==> src/rtl/key_move_encoder.sv <==
// key_move_encoder
//   Turns four debounced direction keys into single move commands with a
//   valid/ready handshake and keyboard-style auto-repeat. Only one command
//   is outstanding at a time. Simultaneous presses resolve by the priority
//   up > down > left > right.
//
//   The first repeat comes REPEAT_DLY cycles after the accept of the initial
//   command. Later repeats follow every REPEAT_PER cycles after each accept.
//   Keys other than the latched one are ignored until the latched key is
//   released.
//
// Parameters
//   REPEAT_DLY : cycles from the first accept to the first repeat (2..2^CW-1)
//   REPEAT_PER : cycles between later repeats                     (2..2^CW-1)
//   CW         : width of the repeat counter
//
// Ports
//   clk        : clock; all state changes on the rising edge
//   clr        : asynchronous active-low reset
//   btn_up, btn_down, btn_left, btn_right : key levels, 1 = pressed
//   cmd_ready  : consumer accepts the pending command this cycle
//   cmd_valid  : a move command is pending (registered)
//   cmd_dir    : 00 up, 01 down, 10 left, 11 right (registered)
//   key_held   : high whenever the encoder is not idle (registered)
module key_move_encoder #(
  parameter int unsigned REPEAT_DLY = 25000000,
  parameter int unsigned REPEAT_PER = 5000000,
  parameter int unsigned CW         = 25
) (
  input  logic       clk,
  input  logic       clr,
  input  logic       btn_up,
  input  logic       btn_down,
  input  logic       btn_left,
  input  logic       btn_right,
  input  logic       cmd_ready,
  output logic       cmd_valid,
  output logic [1:0] cmd_dir,
  output logic       key_held
);

  typedef enum logic [1:0] {
    IDLE = 2'd0,
    PEND = 2'd1,
    HOLD = 2'd2
  } state_t;

  localparam logic [CW-1:0] DLY_LAST = CW'(REPEAT_DLY - 1);
  localparam logic [CW-1:0] PER_LAST = CW'(REPEAT_PER - 1);

  state_t        state;
  logic          rep;
  logic [CW-1:0] cnt;

  logic          any_key;
  logic [1:0]    prio_dir;
  logic          latched_key;
  logic [CW-1:0] cnt_last;

  // Priority encoder for a fresh press in IDLE.
  always_comb begin
    any_key  = btn_up | btn_down | btn_left | btn_right;
    prio_dir = 2'b00;
    if (btn_up)
      prio_dir = 2'b00;
    else if (btn_down)
      prio_dir = 2'b01;
    else if (btn_left)
      prio_dir = 2'b10;
    else
      prio_dir = 2'b11;
  end

  // Current level of the key whose code is latched in cmd_dir.
  always_comb begin
    latched_key = 1'b0;
    case (cmd_dir)
      2'b00:   latched_key = btn_up;
      2'b01:   latched_key = btn_down;
      2'b10:   latched_key = btn_left;
      default: latched_key = btn_right;
    endcase
  end

  // The terminal count depends on whether the first delay has elapsed.
  always_comb begin
    cnt_last = rep ? PER_LAST : DLY_LAST;
  end

  always_ff @(posedge clk or negedge clr) begin
    if (!clr) begin
      state     <= IDLE;
      rep       <= 1'b0;
      cnt       <= '0;
      cmd_valid <= 1'b0;
      cmd_dir   <= 2'b00;
      key_held  <= 1'b0;
    end else begin
      case (state)
        IDLE: begin
          if (any_key) begin
            cmd_dir   <= prio_dir;
            cmd_valid <= 1'b1;
            key_held  <= 1'b1;
            state     <= PEND;
          end
        end

        PEND: begin
          // Direction is frozen; keys are ignored until the command is taken.
          if (cmd_ready) begin
            cmd_valid <= 1'b0;
            cnt       <= '0;
            state     <= HOLD;
          end
        end

        HOLD: begin
          // A release wins over a repeat landing on the same edge.
          if (!latched_key) begin
            rep      <= 1'b0;
            cnt      <= '0;
            key_held <= 1'b0;
            state    <= IDLE;
          end else if (cnt == cnt_last) begin
            cmd_valid <= 1'b1;
            rep       <= 1'b1;
            cnt       <= '0;
            state     <= PEND;
          end else begin
            cnt <= cnt + CW'(1);
          end
        end

        default: begin
          rep       <= 1'b0;
          cnt       <= '0;
          cmd_valid <= 1'b0;
          key_held  <= 1'b0;
          state     <= IDLE;
        end
      endcase
    end
  end

endmodule

==> config.mk <==
export PLATFORM = sky130hd
export DESIGN_NAME = key_move_encoder
export DESIGN_NICKNAME = d
export VERILOG_FILES = /design/src/rtl/key_move_encoder.sv
export SDC_FILE = /design/constraint.sdc
export NUM_CORES = 1
export LEC_CHECK = 0
export CAP_MARGIN = 20
export CORE_ASPECT_RATIO = 1.75
export CORE_MARGIN = 2
export CORE_UTILIZATION = 51
export DETAILED_ROUTE_END_ITERATION = 7
export GPL_TIMING_DRIVEN = 0
export PLACE_DENSITY = 0.71
export SLEW_MARGIN = 10
export SYNTH_ARGS = -nofsm -noshare
export SYNTH_HDL_FRONTEND = slang
export SYNTH_SLANG_ARGS = --single-unit
==> constraint.sdc <==
create_clock -name clk -period 5.05 [get_ports clk]
set_input_delay 1.01 -clock clk [delete_from_list [all_inputs] [get_ports clk]]
set_output_delay 1.01 -clock clk [all_outputs]
set_load 0.05 [all_outputs]
==> results of run 1 <==
==> worst paths after layout <==
kind	from	end	slack (ns)	depth (start not counted)
setup / recovery	btn_left	cnt[24]	2.33	8
hold / removal	cmd_dir[1]	cmd_dir[1]	0.56	1
setup reg to reg	cnt[10]	cnt[24]	3.05	6
hold reg to reg	cmd_dir[1]	cmd_dir[1]	0.56	1
max in group asynchronous	clr	cnt[16]	3.82	1
min in group asynchronous	clr	cmd_dir[0]	0.77	1
==> cell usage after synthesis, types with 2 or more instances <==
| cell | count | area [sq um] |
|---|---|---|
| nor3_1 | 4 | 20.0 |
| nor4_4 | 2 | 42.5 |
| nand3_1 | 9 | 45.0 |
| xnor2_1 | 5 | 43.8 |
| and3_1 | 2 | 12.5 |
| xor2_1 | 15 | 131 |
| buf_6 | 2 | 22.5 |
| a21oi_1 | 7 | 35.0 |
| o32a_1 | 2 | 20.0 |
| dfrtp_1 | 32 | 801 |
| nand4_1 | 8 | 50.1 |
| and2_2 | 2 | 15.0 |
| and2_1 | 2 | 12.5 |
| inv_1 | 6 | 22.5 |
| nor2_2 | 10 | 62.6 |
| o21ai_0 | 8 | 40.0 |
| nor4_2 | 2 | 25.0 |
| nand2_1 | 15 | 56.3 |
| nor2_1 | 20 | 75.1 |
| nand4b_1 | 4 | 35.0 |
==> per-layer routing <==
layer | global-route usage | vias to the layer above | routed length (microns) | share of wire
met4 | 0.100 | 0 | 68 | 0.018
met2 | 0.412 | 21 | 2060 | 0.56
li1 | - | 661 | - | -
met1 | 0.213 | 666 | 1430 | 0.39
met5 | 0 | - | 0 | 0
met3 | 0.0737 | 7 | 122 | 0.033
==> stage by stage <==
stage | instance area, sq um | util | std cells | worst slack [ns]
final | 2030 | 0.604 | 242 | 2.33
after global routing | 2030 | 0.604 | 242 | 2.24
after CTS | 2030 | 0.604 | 242 | 2.34
after detailed placement | 1930 | 0.575 | 234 | 2.04
after global placement | 1940 | 0.577 | 234 | 2.07
after floorplan | 1780 | - | 179 | 2.64
==> worst max-delay path: cells and delay by family <==
family | cells | cell delay [ns]
mux | 1 | 0.48
buf+inv | 3 | 0.82
compound gates | 1 | 0.18
simple gates | 3 | 0.39
==> state kept, by name, summed over array words and instances (netlist names) <==
name and count:
rep 1, cmd_valid 1, cmd_dir 2, state 2, cnt 25, key_held 1
==> kinds of logic (layout without fill, tap and decap cells) <==
group | Yosys count | in the layout | synth area share
AOI/OAI and AO/OA | 23 | 23 | 0.0856
xor gates and xnor gates | 20 | 20 | 0.0982
adders and majority gates | 1 | 1 | 0.00702
buffers and inverters | 12 | 30 | 0.0421
DFF | 32 | 32 | 0.449
muxes | 1 | 1 | 0.0126
and+or+nand+nor | 90 | 90 | 0.305
==> power by group through the flow <==
stage	Clock (uW)	Combinational, uW	Sequential (uW)
after floorplan	0	165	358
after global placement	0	288	307
after detailed placement	0	293	310
after CTS	214	294	305
after global routing	227	315	308
final	208	290	305
==> layout make-up <==
class / instances / area share
Buffer: 6 / 0.0259
Clock buffer: 6 / 0.0406
Clock inverter: 2 / 0.00739
Inverter: 6 / 0.0111
Multi-Input combinational cell: 135 / 0.446
Sequential cell: 32 / 0.394
Tap cell: 45 / 0.0277
Timing Repair Buffer: 10 / 0.0468
==> results_dict.tcl, run 1 <==
set metrics [dict create \
    clk-insertion-delay-late_ns 0.29 \
    io_buffers 10 \
    finalSetupViolations 0 \
    cts.root.buffer_cell "clkbuf_8" \
    finalCritPeriodShare 0.538 \
    cts_tree "built" \
    synth_top_flop_cell "dfrtp_1" \
    drive_above_1_share 0.193 \
    core-area_sq_um 3360 \
    die_w_microns 48.7 \
    setup_tns_ns 0 \
    n_fill_cell 308 \
    wl_per_cell_microns 15.2 \
    async_flop_share 1.00 \
    place_congestion 0.862 \
    syn_avg_cell_area_sq_um 9.96 \
    drt_iter0_markers 21 \
    fmax_mhz 368 \
    post_cts_resized 0 \
    num_rows 28 \
    power_density_nw_per_um2 396 \
    ys_seq_area_frac 0.449 \
    htreeDepth 2 \
    rsz0062_at_grt "false" \
    finalHoldViolCount 0 \
    diodes 0 \
    firstDrtPassIters 4 \
    num-nets-final 204 \
    syn_area_sq_um 1780 \
    crit_chain "clkdlybuf4s50_1 > mux4_2 > nor2b_4 > and2_2 > clkbuf_4 > a21oi_4 > buf_6 > nor2_2" \
    path_class "input pin to flip-flop" \
    hpwlAfterDp_microns 2780 \
    fin_crit_ns 2.72 \
    final_cell_mix "dfrtp_1 (32), nor2_1 (20), nand2_1 (15), xor2_1 (15), nor2_2 (10)" \
    clock_skew_ns 0.00810 \
    post_cts_buffers 0 \
    totalWireLength_microns 3680 \
    synth_cell_types 42 \
    drc 0 \
    grt_pass1_vias 1449 \
    slowest_stage "mux4_2" \
    cp.required_ns 5.22 \
    via_per_inst 5.60 \
    max-cap-violations 0 \
    total_power_uw 804 \
    cts.reportedPaths.clkPinSlew_ns 0.07 \
    worst_slew_pin_slew_ns 0.710 \
    area_delta_synth_final_pct 14.0 \
    p_leak_uw 0.000830 \
    clockPowerShare 0.259 \
    vias 1355 \
    pwr-share-seq 0.380 \
    cp-end-kind "flip-flop" \
    synth_edf_count 0 \
    multiInputGateArea_sq_um 907 \
    grt.overflow.total 0 \
    grt_usage 0.218 \
    ctsHoldBuffers 0 \
    critPathArrivalTime_ns 2.89 \
    grt_pass1_wl_microns 6470 \
    vdd_ir_drop_max_v 0.000299 \
    final_common_cell "dfrtp_1" \
    initial_utilization 0.530 \
    grt_max_degree 33 \
    cts_sinks 32 \
    antenna_left 0 \
    synth_cells 179 \
    swShare 0.375 \
    slew_headroom 0.527 \
    cts_buffers 5 \
    antenna_found_initial 0 \
    status "complete, no violations" \
    hold_slack_ns 0.558 \
    clockBufferDepth 2 \
    comb_power_share 0.361 \
    yosys_warnings 0 \
    hold_class "flip-flop to flip-flop" \
    die_y_microns 82.2 \
    slowest_delay_ns 0.48 \
    p_int_uw 502 \
    ioPinCount 11 \
    regArea_sq_um 801 \
    die_area_sq_um 4000 \
    p_switching_uw 301 \
    syn_nets 187 \
    yosys_register_bits 32 \
    critPathMaxFanout 10 \
    startpoint_type "input pin" \
    finalMaxSlewViolations 0 \
]
Power figures use the tool's default switching activity.
==> run 2: changes to the inputs <==
--- a/config.mk
+++ b/config.mk
@@ -11,7 +11,7 @@
 export CORE_UTILIZATION = 51
 export DETAILED_ROUTE_END_ITERATION = 7
 export GPL_TIMING_DRIVEN = 0
-export PLACE_DENSITY = 0.71
+export PLACE_DENSITY = 0.74
 export SLEW_MARGIN = 10
 export SYNTH_ARGS = -nofsm -noshare
 export SYNTH_HDL_FRONTEND = slang
==> constraint.sdc (replaced) <==
create_clock -name clk -period 2.4 [get_ports clk]
set_input_delay 0.48 -clock clk [delete_from_list [all_inputs] [get_ports clk]]
set_output_delay 0.48 -clock clk [all_outputs]
set_load 0.05 [all_outputs]
==> run 2 against run 1 <==
Compared with the run above: critical path depth is the same; critical endpoint is now cnt[18]; sequential share of layout area grew 0.57 points; via count grew 3.5%; register-to-register slack lost 2.7 ns; worst hold slack lost 0.32 ns; non-clock buffer count is the same; setup slack lost 2.1 ns; final cell count shrank 1.2%; cell area shrank 1.4%; largest power group unchanged; sequential power grew 110%; count of clock-buffer cells in the layout shrank 1; clock power grew 76%.
==> results_dict.tcl, run 2 (synthesis results as in run 1) <==
set metrics [dict create \
    rsz0062_at_grt "false" \
    fin_area_sq_um 2000 \
    setup_tns_ns 0 \
    cts_sinks 32 \
    clk-insertion-delay-late_ns 0.29 \
    io_buffers 10 \
    reg_top3 "cnt (25), cmd_dir (2), state (2)" \
    finalMaxSlewViolations 0 \
    die_area_sq_um 4000 \
    critical_path.top_delay_family "buffers and inverters" \
    finalSetupViolations 0 \
    p_leak_uw 0.000822 \
    worst_slew_pin_slew_ns 0.709 \
    cp-startpoint "btn_left" \
    slowest_delay_ns 0.48 \
    hpwlAfterDp_microns 2750 \
    clockPowerShare 0.226 \
    wl_per_cell_microns 15.5 \
    vias 1403 \
    clockBufferDepth 2 \
    path_class "input pin to flip-flop" \
    pwr-share-seq 0.395 \
    grt.overflow.total 0 \
    ioPinCount 11 \
    cp-end-kind "flip-flop" \
    final_cell_mix "dfrtp_1 (32), nor2_1 (20), nand2_1 (15), xor2_1 (15), nor2_2 (10)" \
    status "complete, no violations" \
    fmax_mhz 459 \
    vdd_ir_drop_max_v 0.000497 \
    fin_crit_ns 2.18 \
    final_common_cell "dfrtp_1" \
    swShare 0.375 \
    slowest_stage "mux4_2" \
    firstDrtPassIters 5 \
    num_rows 28 \
    critPathMaxFanout 10 \
    p_int_uw 1010 \
    crit_chain "clkdlybuf4s50_1 > mux4_2 > nor2b_4 > and2_2 > clkbuf_4 > a21oi_4 > buf_6 > nor2_2" \
    post_cts_resized 0 \
    htreeDepth 2 \
    cts_tree "built" \
    power_density_nw_per_um2 809 \
    cp.required_ns 2.57 \
    startpoint_type "input pin" \
    ctsHoldBuffers 0 \
    drive_above_1_share 0.180 \
    p_switching_uw 607 \
    grt_max_degree 33 \
    die_y_microns 82.2 \
    core-area_sq_um 3360 \
    comb_power_share 0.379 \
    largest_reg_flops 25 \
    grt_pass1_vias 1440 \
    finalHoldViolCount 0 \
    initial_utilization 0.530 \
    place_congestion 0.861 \
    via_per_inst 5.87 \
    placed_area_sq_um 1930 \
    drt_iter0_markers 36 \
    critPathArrivalTime_ns 2.35 \
    post_cts_buffers 0 \
    clock_skew_ns 0.00568 \
    diodes 0 \
    num-nets-final 204 \
    drc 0 \
    reg2reg_from "cnt[10]" \
    hold_class "input pin to asynchronous set/reset pin" \
    grt_pass1_wl_microns 6710 \
    grt_usage 0.219 \
    area_delta_synth_final_pct 12.4 \
    slew_headroom 0.528 \
    finalCritPeriodShare 0.909 \
    largest-register "cnt" \
    cts.root.buffer_cell "clkbuf_8" \
    hold_slack_ns 0.240 \
    die_w_microns 48.7 \
    cts_buffers 5 \
    totalWireLength_microns 3710 \
    max-cap-violations 0 \
    crit_buf_inv 3 \
    antenna_found_initial 0 \
    antenna_left 0 \
    cts.reportedPaths.clkPinSlew_ns 0.06 \
]
## run 2: cell types whose count changed in the layout (fill, tap and decap cells not counted), sizes merged
cell,before,now
clkbuf,9,8
clkinvlp,2,0
## run 2: path summary, 6_finish.rpt
| kind | endpoint | slack [ns] | depth (start not counted) |
|---|---|---|---|
| worst max register to register | cnt[18] | 0.33 | 6 |
| worst min-delay path | state[0] | 0.24 | 1 |
| worst min register to register | key_held | 0.51 | 2 |
| worst max-delay path | cnt[18] | 0.22 | 8 |
| max in group asynchronous | cnt[6] | 1.70 | 1 |
| min in group clk | key_held | 0.51 | 2 |
## run 2: routing by layer
layer	GRT usage	vias up	share of wire
met5	0	-	0
met3	0.0522	9	0.038
met1	0.222	699	0.38
met2	0.419	36	0.56
li1	-	659	-
met4	0.106	0	0.023
## run 2: worst reg2reg max path, delay by kind of cell (launching register included)
| kind | cells | cell delay (ns) |
|---|---|---|
| buffers and inverters | 1 | 0.19 |
| and+or+nand+nor | 3 | 0.94 |
| DFF | 1 | 0.43 |
| AOI/OAI and AO/OA | 2 | 0.40 |
## run 2: power by group through the flow
| stage | logic, uW | registers [uW] | clock network (uW) |
|---|---|---|---|
| 3_3_place_gp | 605 | 646 | 0 |
| 4_1_cts | 623 | 641 | 375 |
| 5_1_grt | 666 | 650 | 397 |
| 3_5_place_dp | 620 | 650 | 0 |
| 2_1_floorplan | 348 | 752 | 0 |
| 6_report | 614 | 639 | 367 |
## run 2: layout make-up
cell class | count | area, sq um
sequential | 32 | 801
clock buffer | 5 | 68.8
multi-input combinational | 135 | 907
inverter | 6 | 22.5
buffer | 6 | 52.6
tap | 45 | 56.3
fill | 303 | 1360
timing repair buffer | 10 | 95.1
## run 2: per-stage QoR
| stage | worst slack [ns] | power [uW] | cells | util |
|---|---|---|---|---|
| 3_5_place_dp | -0.0616 | 1270 | 234 | 0.575 |
| 5_1_grt | 0.144 | 1710 | 239 | 0.596 |
| 6_report | 0.219 | 1620 | 239 | 0.596 |
| 3_3_place_gp | -0.0462 | 1250 | 234 | 0.577 |
| 4_1_cts | 0.211 | 1640 | 239 | 0.596 |
| 2_1_floorplan | 0.242 | 1100 | 179 | - |
